[config.mk]
export PLATFORM = sky130hd
export DESIGN_NAME = upe_serial_rx
export DESIGN_NICKNAME = d
export VERILOG_FILES = /design/src/rtl/upe_serial_rx.sv
export SDC_FILE = /design/constraint.sdc
export NUM_CORES = 1
export LEC_CHECK = 0
export ABC_CLOCK_PERIOD_IN_PS = 4790
export CORE_UTILIZATION = 30
export DETAILED_ROUTE_END_ITERATION = 10
export GPL_ROUTABILITY_DRIVEN = 0
export PLACE_DENSITY = 0.59
export RECOVER_POWER = 25
export SLEW_MARGIN = 40
export SYNTH_ARGS = -nofsm -noshare
export SYNTH_HDL_FRONTEND = slang
export SYNTH_SLANG_ARGS = --single-unit
[constraint.sdc]
create_clock -name clk -period 4.79 [get_ports clk]
set_input_delay 0.479 -clock clk [delete_from_list [all_inputs] [get_ports clk]]
set_output_delay 0.479 -clock clk [all_outputs]
set_load 0.02 [all_outputs]
[src/rtl/upe_serial_rx.sv]
// ============================================================================
// Module   : upe_serial_rx
// Brief    : LSB-first 32-bit serial word receiver with valid/ready output.
//            Optional 2-of-3 majority bit sampling when UPE_RX_MAJORITY_EN.
// Revision : 1.0 - initial release
// ============================================================================
`default_nettype none

module upe_serial_rx #(
  parameter int BIT_PERIOD = 1251,
  parameter bit CONTINUOUS = 1'b1
) (
  input  logic        clk,
  input  logic        rst,
  input  logic        din,
  input  logic        start,
  input  logic        ready,
  output logic [15:0] Out1,
  output logic [15:0] Out2,
  output logic        valid,
  output logic        overrun,
  output logic        busy
);

  localparam int CW = $clog2(BIT_PERIOD);
  localparam logic [CW-1:0] c_LAST = CW'(BIT_PERIOD - 1);
`ifdef UPE_RX_MAJORITY_EN
  localparam logic [CW-1:0] c_MIDM1  = CW'(BIT_PERIOD / 2 - 1);
  localparam logic [CW-1:0] c_MID    = CW'(BIT_PERIOD / 2);
  localparam logic [CW-1:0] c_SAMPLE = CW'(BIT_PERIOD / 2 + 1);
`else
  localparam logic [CW-1:0] c_SAMPLE = CW'(BIT_PERIOD / 2);
`endif

  typedef enum logic [0:0] {
    S_IDLE = 1'b0,
    S_RECV = 1'b1
  } state_t;

  state_t         r_state;
  state_t         w_state_nxt;
  logic [1:0]     r_sync;
  logic           w_din_s;
  logic [CW-1:0]  r_cnt;
  logic [4:0]     r_bitnum;
  logic [30:0]    r_shreg;
  logic           w_sample;
  logic           w_done;
  logic           w_bit;

  assign w_din_s  = r_sync[1];
  assign w_sample = (r_state == S_RECV) && !start && (r_cnt == c_SAMPLE);
  assign w_done   = w_sample && (r_bitnum == 5'd31);
  assign busy     = (r_state != S_IDLE);

`ifdef UPE_RX_MAJORITY_EN
  logic r_s0;
  logic r_s1;

  always_ff @(posedge clk) begin
    if (rst) begin
      r_s0 <= 1'b0;
      r_s1 <= 1'b0;
    end else if (r_state == S_RECV) begin
      if (r_cnt == c_MIDM1) r_s0 <= w_din_s;
      if (r_cnt == c_MID)   r_s1 <= w_din_s;
    end
  end

  assign w_bit = (r_s0 & r_s1) | (r_s0 & w_din_s) | (r_s1 & w_din_s);
`else
  assign w_bit = w_din_s;
`endif

  always_ff @(posedge clk) begin
    if (rst) r_sync <= 2'b00;
    else     r_sync <= {r_sync[0], din};
  end

  always_ff @(posedge clk) begin
    if (rst) r_state <= S_IDLE;
    else     r_state <= w_state_nxt;
  end

  always_comb begin
    w_state_nxt = r_state;
    case (r_state)
      S_IDLE: if (start) w_state_nxt = S_RECV;
      S_RECV: begin
        if (start)
          w_state_nxt = S_RECV;
        else if (!CONTINUOUS && (r_cnt == c_LAST) && (r_bitnum == 5'd31))
          w_state_nxt = S_IDLE;
      end
      default: w_state_nxt = S_IDLE;
    endcase
  end

  // Bit 31 bypasses the shift register straight into the output word.
  always_ff @(posedge clk) begin
    if (rst) begin
      r_cnt    <= '0;
      r_bitnum <= 5'd0;
      r_shreg  <= '0;
    end else if (start) begin
      r_cnt    <= '0;
      r_bitnum <= 5'd0;
    end else if (r_state == S_RECV) begin
      if (w_sample && (r_bitnum != 5'd31)) r_shreg[r_bitnum] <= w_bit;
      if (r_cnt == c_LAST) begin
        r_cnt    <= '0;
        r_bitnum <= r_bitnum + 5'd1;
      end else begin
        r_cnt <= r_cnt + CW'(1);
      end
    end
  end

  always_ff @(posedge clk) begin
    if (rst) begin
      Out1    <= 16'h0000;
      Out2    <= 16'h0000;
      valid   <= 1'b0;
      overrun <= 1'b0;
    end else begin
      if (w_done) begin
        {Out1, Out2} <= {w_bit, r_shreg};
        valid        <= 1'b1;
        if (valid && !ready) overrun <= 1'b1;
      end else if (valid && ready) begin
        valid <= 1'b0;
      end
    end
  end

endmodule

`default_nettype wire

======== Word-level counts from Yosys, hierarchy flattened ========
Index checks and enable logic that the tools add are counted.
storage, ports and cells
  word-level logic and storage cells ...... 41
  bits of input ports ..................... 5
  register bits after elaboration ......... 84
operators by class
  reduce and logical (&&, ||, !) cells .... 14
  eq/ne operators ......................... 4
  bitwise operators ....................... 2
  muxes and demuxes ....................... 8
  magnitude comparators ................... 2
  add/subtract/negate cells ............... 2
operators by type and width
  kind                   number
  $bwmux 31              1
  $add 11x1->11 const B  1
  $eq 11x10->1 const B   1
  $eq 11x11->1 const B   1
  $mux 11                1
  $logic_and 1x1->1      7
  $lt 5x6->1 const B     1
  $add 5x1->5 const B    1
  $demux 1 s5            1
  $eq 5x5->1 const B     1
  $ge 5x1->1 const B     1
  $ne 5x5->1 const B     1
  $mux 1                 4
  $reduce_and 2->1       2
  $reduce_and 3->1       1
  $logic_not 1->1        2
  $not 1->1              2
  $pmux 1 s2             1
  $reduce_bool 2->1      1
  $reduce_or 2->1        1

======== Logic depth before layout (Yosys ltp) ========
  depth in word-level cells ............... 5
  gate-level depth with buffers ........... 10
  mapped depth without buffers ............ 7

======== Worst setup path before layout ========
Ideal clock, no wire load.
  path type ............................... input to register
  start ................................... input port start
  end ..................................... register Out1[6]
  buffers on the path ..................... 4
  library setup time ...................... 0.132 ns
  cell stages on the path ................. 8
  arrival ................................. 2.094 ns
  setup slack ............................. 2.564 ns
  cells stage by stage .................... buf_6 > or4b_4 > buf_6 > or4_4 > buf_6 > buf_6 > nand2_1 > a21oi_1
between the ends
  longest elaborated chain between the ends .. 4
RTL lines
  element                          line  RTL
  from (decl)                      16    input logic start,
  $logic_not 1->1                  52    assign w_sample = (r_state == S_RECV) && !start && (r_cnt == c_SAMPLE);
  $logic_and 1x1->1 (2 in series)  52
  $logic_and 1x1->1                53    assign w_done = w_sample && (r_bitnum == 5'd31);
  to (signal assigned)             127   {Out1, Out2} <= {w_bit, r_shreg};
  to (decl)                        18    output logic [15:0] Out1,
No other way between the ends.
A chain may end at the register's enable or synchronous reset.

======== Final worst setup path ========
  start ................................... input port start
  end ..................................... register r_shreg[6]
between the ends
  longest elaborated chain between the ends .. 5
  elaborated cells between the ends (all ways) .. 6
  classes of those cells .................. 1 x bitwise; 5 x reduce/logical
RTL lines
  element                                line  RTL
  $logic_not 1->1                        52
  $logic_and 1x1->1 (2 in series)        52
  $logic_and 1x1->1                      109   if (w_sample && (r_bitnum != 5'd31)) r_shreg[r_bitnum] <= w_bit;
  $reduce_and 3->1 (no source line) (*)  --
  to (signal, indexed assignment)        109
  to (decl)                              46    logic [30:0] r_shreg;
Mark *: on every way between the ends. The rest lies on a longest branch, timed or not.

==> parameters.txt <==
Parameter                              Value

Placed design
  Area after detailed placement    4011 um2
  Port Buffer Count    39
  Instance count after placement with tap cells included    570
  Post-detailed-placement half-perimeter wirelength    between 5 and 6 mm

Final layout
  Ratio of cells with drive above 1 in the final layout    around 9%
  Antenna diodes    0
  Count of placed standard cells in the final layout, fillers left out    586
  Final Instance Area    4305 um2
  Area growth, synth to finish    20.10%
  Count of nets after finishing    451

Logic synthesis
  Main combinational cell family by area after synthesis    simple AND/OR/NAND/NOR gates
  Synthesized area    3585 um2
  Cell type with the highest aggregate area in the netlist    sky130_fd_sc_hd__dfxtp_1
  Commonest cells in the netlist    sky130_fd_sc_hd__dfxtp_1, sky130_fd_sc_hd__nand2_1, sky130_fd_sc_hd__a21oi_1, sky130_fd_sc_hd__nand3_1, sky130_fd_sc_hd__o21ai_0
  Synthesized-area fraction occupied by xor and xnor cells    under 10%
  Count of different cell masters after synthesis    39
  Synth Register Bits    84
  Top-area cell type share of the netlist area    46.91%
  Prevailing post-synth register cell    sky130_fd_sc_hd__dfxtp_1
  Gate count after technology mapping    416
  Post-synthesis compound-gate area fraction    approximately 15%
  Average size of a mapped cell    8.617 um2
  Top area cells in the synthesized netlist    sky130_fd_sc_hd__dfxtp_1, sky130_fd_sc_hd__a21oi_1, sky130_fd_sc_hd__nand2_1, sky130_fd_sc_hd__nand3_1, sky130_fd_sc_hd__ha_1
  Share of synthesized cell area in and, or, nand and nor gates    26.49%
  Synthesized netlist net count    about 430
  Seq/Total Area, Yosys    46.91%
  Most numerous cell in the Yosys netlist    sky130_fd_sc_hd__dfxtp_1
  Post-synth EDFFs    0
  Fraction of registers with async set or reset after synthesis    0%
  Yosys warning total    0
  Adder and majority cell fraction of the synthesized area    2.792%
  Multiplexer area fraction after synthesis    0.8377%

Routing
  Routed wire per std cell    13.66 um
  Total number of vias    2,883
  Drt first pass iters    7
  Violation count after the first detailed-routing iteration    163
  DRC viols    4
  Number of nets with antenna violations after detailed routing    0
  Total detailed-routing wirelength    ~8.0 mm
  Routed via count divided by cell count    approximately 4.9

Clocking
  Number of clock sinks    between 80 and 90
  Clock latency of the later-clocked register in the worst-skew pair    around 340 ps
  Clock transition at path regs    60 ps
  Post-CTS setup buffers    0
  Number of buffers added to fix hold violations after cts    0
  Root Buffer Master    sky130_fd_sc_hd__clkbuf_16
  Number of clock buffers inserted by TritonCTS    9
  CTS tree    yes
  H-tree depth reported by CTS    3
  Number of instances resized during post-cts repair    0
  Clock buffer depth    2

Die
  Die span in x    111.3 um
  Number of core rows    39
  Vertical extent of the die    111.3 um
  Number of top-level design ports    40
  DIE AREA    12,390 um2
  Core area    11,520 um2
  Starting utilization of the core area    31.13%

Critical path
  Category of the worst setup path capture point    flip-flop
  Data required time of the critical path    4980 ps
  Flop2flop setup slack    about 2400 ps
  Slowest cell delay on critical path    750 ps
  Register-to-Register Path Depth    7
  Setup crit start kind    input port
  Start-to-end type of the worst setup path    input port to flip-flop
  Endpoint arrival time on the critical path    2790 ps
  Critical R2R Launch    r_bitnum[0]
  Top fanout value on the critical path    9
  Path length in cells of the critical path    5
  Cell with the biggest individual delay on the critical path    sky130_fd_sc_hd__or4_1
  Worst reg2reg endpoint    r_shreg[6]
  Worst setup path startpoint    start
  Cell breakdown of the critical path    clkdlybuf4s50_1 > or4b_4 > or4_1 > o21ai_0 > a21oi_1
  Top delay family on crit path    simple AND/OR/NAND/NOR gates
  Number of buffer and inverter instances along the worst setup path    1
  Critical Path Sink    r_shreg[6]

Run
  Total of max-cap violations    0

STA
  Worst-Margin Slew    ~800 ps
  Setup-violating endpoint count in the final report    0
  Post-route clock period utilization    54.33%
  RSZ-0062 raised after global routing    no
  Relative slew slack    a little under half
  Setup TNS    0 ps
  Clock tree skew after final layout    7.828 ps
  Final Max Tran Viols    0
  Peak clock frequency supported by timing    384.2 MHz
  Fin crit period    2603 ps
  Final Hold Fails    0
  Hold Worst Slack    440.2 ps

Pwr
  Static power due to leakage    1.466 nW
  Overall power of the completed layout    1.419 mW
  P per Cell Area    between 300 and 400 nW/um2
  Worst IR drop on VDD    0.1370 mV

Run status
  Run status    finished, violations left
  Violated checks    design-rule violations

Global routing
  Grt ovf    0
  Total Routing Usage GR    between 10% and 20%
  Largest net degree at the start of global routing    75
  Antenna violations before repair    0
  Wire length of the first global-routing pass    around 14 mm
  Via count of the first global-routing pass    2,847

Hold path
  Hold Path Class    flip-flop to flip-flop
  Hold depth    1
layout by cell type, fill, tap and decap left out, types with 3 or more instances in the layout:
cell                              instances
sky130_fd_sc_hd__dfxtp_1                 83
sky130_fd_sc_hd__nand2_1                 73
sky130_fd_sc_hd__a21oi_1                 65
sky130_fd_sc_hd__nand3_1                 36
sky130_fd_sc_hd__dlygate4sd3_1           26
sky130_fd_sc_hd__o21ai_0                 20
sky130_fd_sc_hd__nor2_1                  19
sky130_fd_sc_hd__clkdlybuf4s50_1         12
sky130_fd_sc_hd__clkbuf_16                9
sky130_fd_sc_hd__xor2_1                   8
sky130_fd_sc_hd__ha_1                     8
sky130_fd_sc_hd__a21bo_2                  7
sky130_fd_sc_hd__nand3b_1                 6
sky130_fd_sc_hd__nor4_4                   5
sky130_fd_sc_hd__nor3_1                   5
sky130_fd_sc_hd__inv_1                    4
sky130_fd_sc_hd__nand4_1                  4
sky130_fd_sc_hd__o21ai_1                  4
sky130_fd_sc_hd__and3_1                   3
sky130_fd_sc_hd__or3_1                    3
sky130_fd_sc_hd__and2_1                   3
sky130_fd_sc_hd__xnor2_1                  3
sky130_fd_sc_hd__mux2i_1                  3
sky130_fd_sc_hd__or4_1                    3
sky130_fd_sc_hd__buf_4                    3
worst reg2reg max path: stages (launching register included):
cell,delay (ps)
sky130_fd_sc_hd__dfxtp_1,360
sky130_fd_sc_hd__ha_1,260
sky130_fd_sc_hd__and3_1,190
sky130_fd_sc_hd__ha_1,220
sky130_fd_sc_hd__nand3b_1,240
sky130_fd_sc_hd__or4_1,650
sky130_fd_sc_hd__o21ai_0,280
sky130_fd_sc_hd__a21oi_1,90
registers in the layout (all words and copies together) (netlist names):
name / flops
r_shreg: 31
Out1: 16
Out2: 16
r_cnt: 11
r_bitnum: 5
r_sync: 2
busy: 1
overrun: 1
valid: 1
power breakdown:
part           internal (mW)  switching (mW)
logic                0.00775          0.0160
registers              0.701         0.00615
clock network          0.407           0.281
total                   1.12           0.303
logic make-up (layout without fill, tap and decap cells):
kind of cell,after synthesis,in the layout
AND/OR/NAND/NOR,176,176
XOR/XNOR,11,11
flip-flops,84,84
multiplexers,3,3
buffers and inverters,35,62
AO/OA/AOI/OAI,99,99
adder cells (fa/ha/maj),8,8
per-stage QoR:
stage,setup WS [ps],util [%]
floorplan,2564,-
global placement,1581,34.76
detailed placement,1860,34.83
CTS,2217,37.39
global route,2102,37.39
finish,2187,37.39
layout make-up:
class | count | area [um2]
clock buffer | 11 | 232.7
clock inverter | 5 | 61.31
fill | 1167 | 7211
inverter | 4 | 15.01
multi-input combinational | 297 | 1727
sequential | 84 | 1683
tap | 143 | 178.9
timing repair buffer | 42 | 407.9
metal layers:
layer / GRT usage, % / share of wire (%) / up-vias
met5: 0 / 0 / -
li1: - / - / 1470
met1: 17.49 / 47 / 1348
met2: 22.33 / 47 / 55
met4: 4.955 / 1.5 / 0
met3: 3.991 / 4.6 / 10
worst min-delay path by stage:
stage          startpoint        end  slack, ps
6_report        r_sync[0]  r_sync[1]        440
3_5_place_dp    r_sync[0]  r_sync[1]        430
5_1_grt         r_sync[0]  r_sync[1]        450
4_1_cts         r_sync[0]  r_sync[1]        440
3_3_place_gp    r_sync[0]  r_sync[1]        430
2_1_floorplan   r_sync[0]  r_sync[1]        410
(Power assumes the default switching activity.)
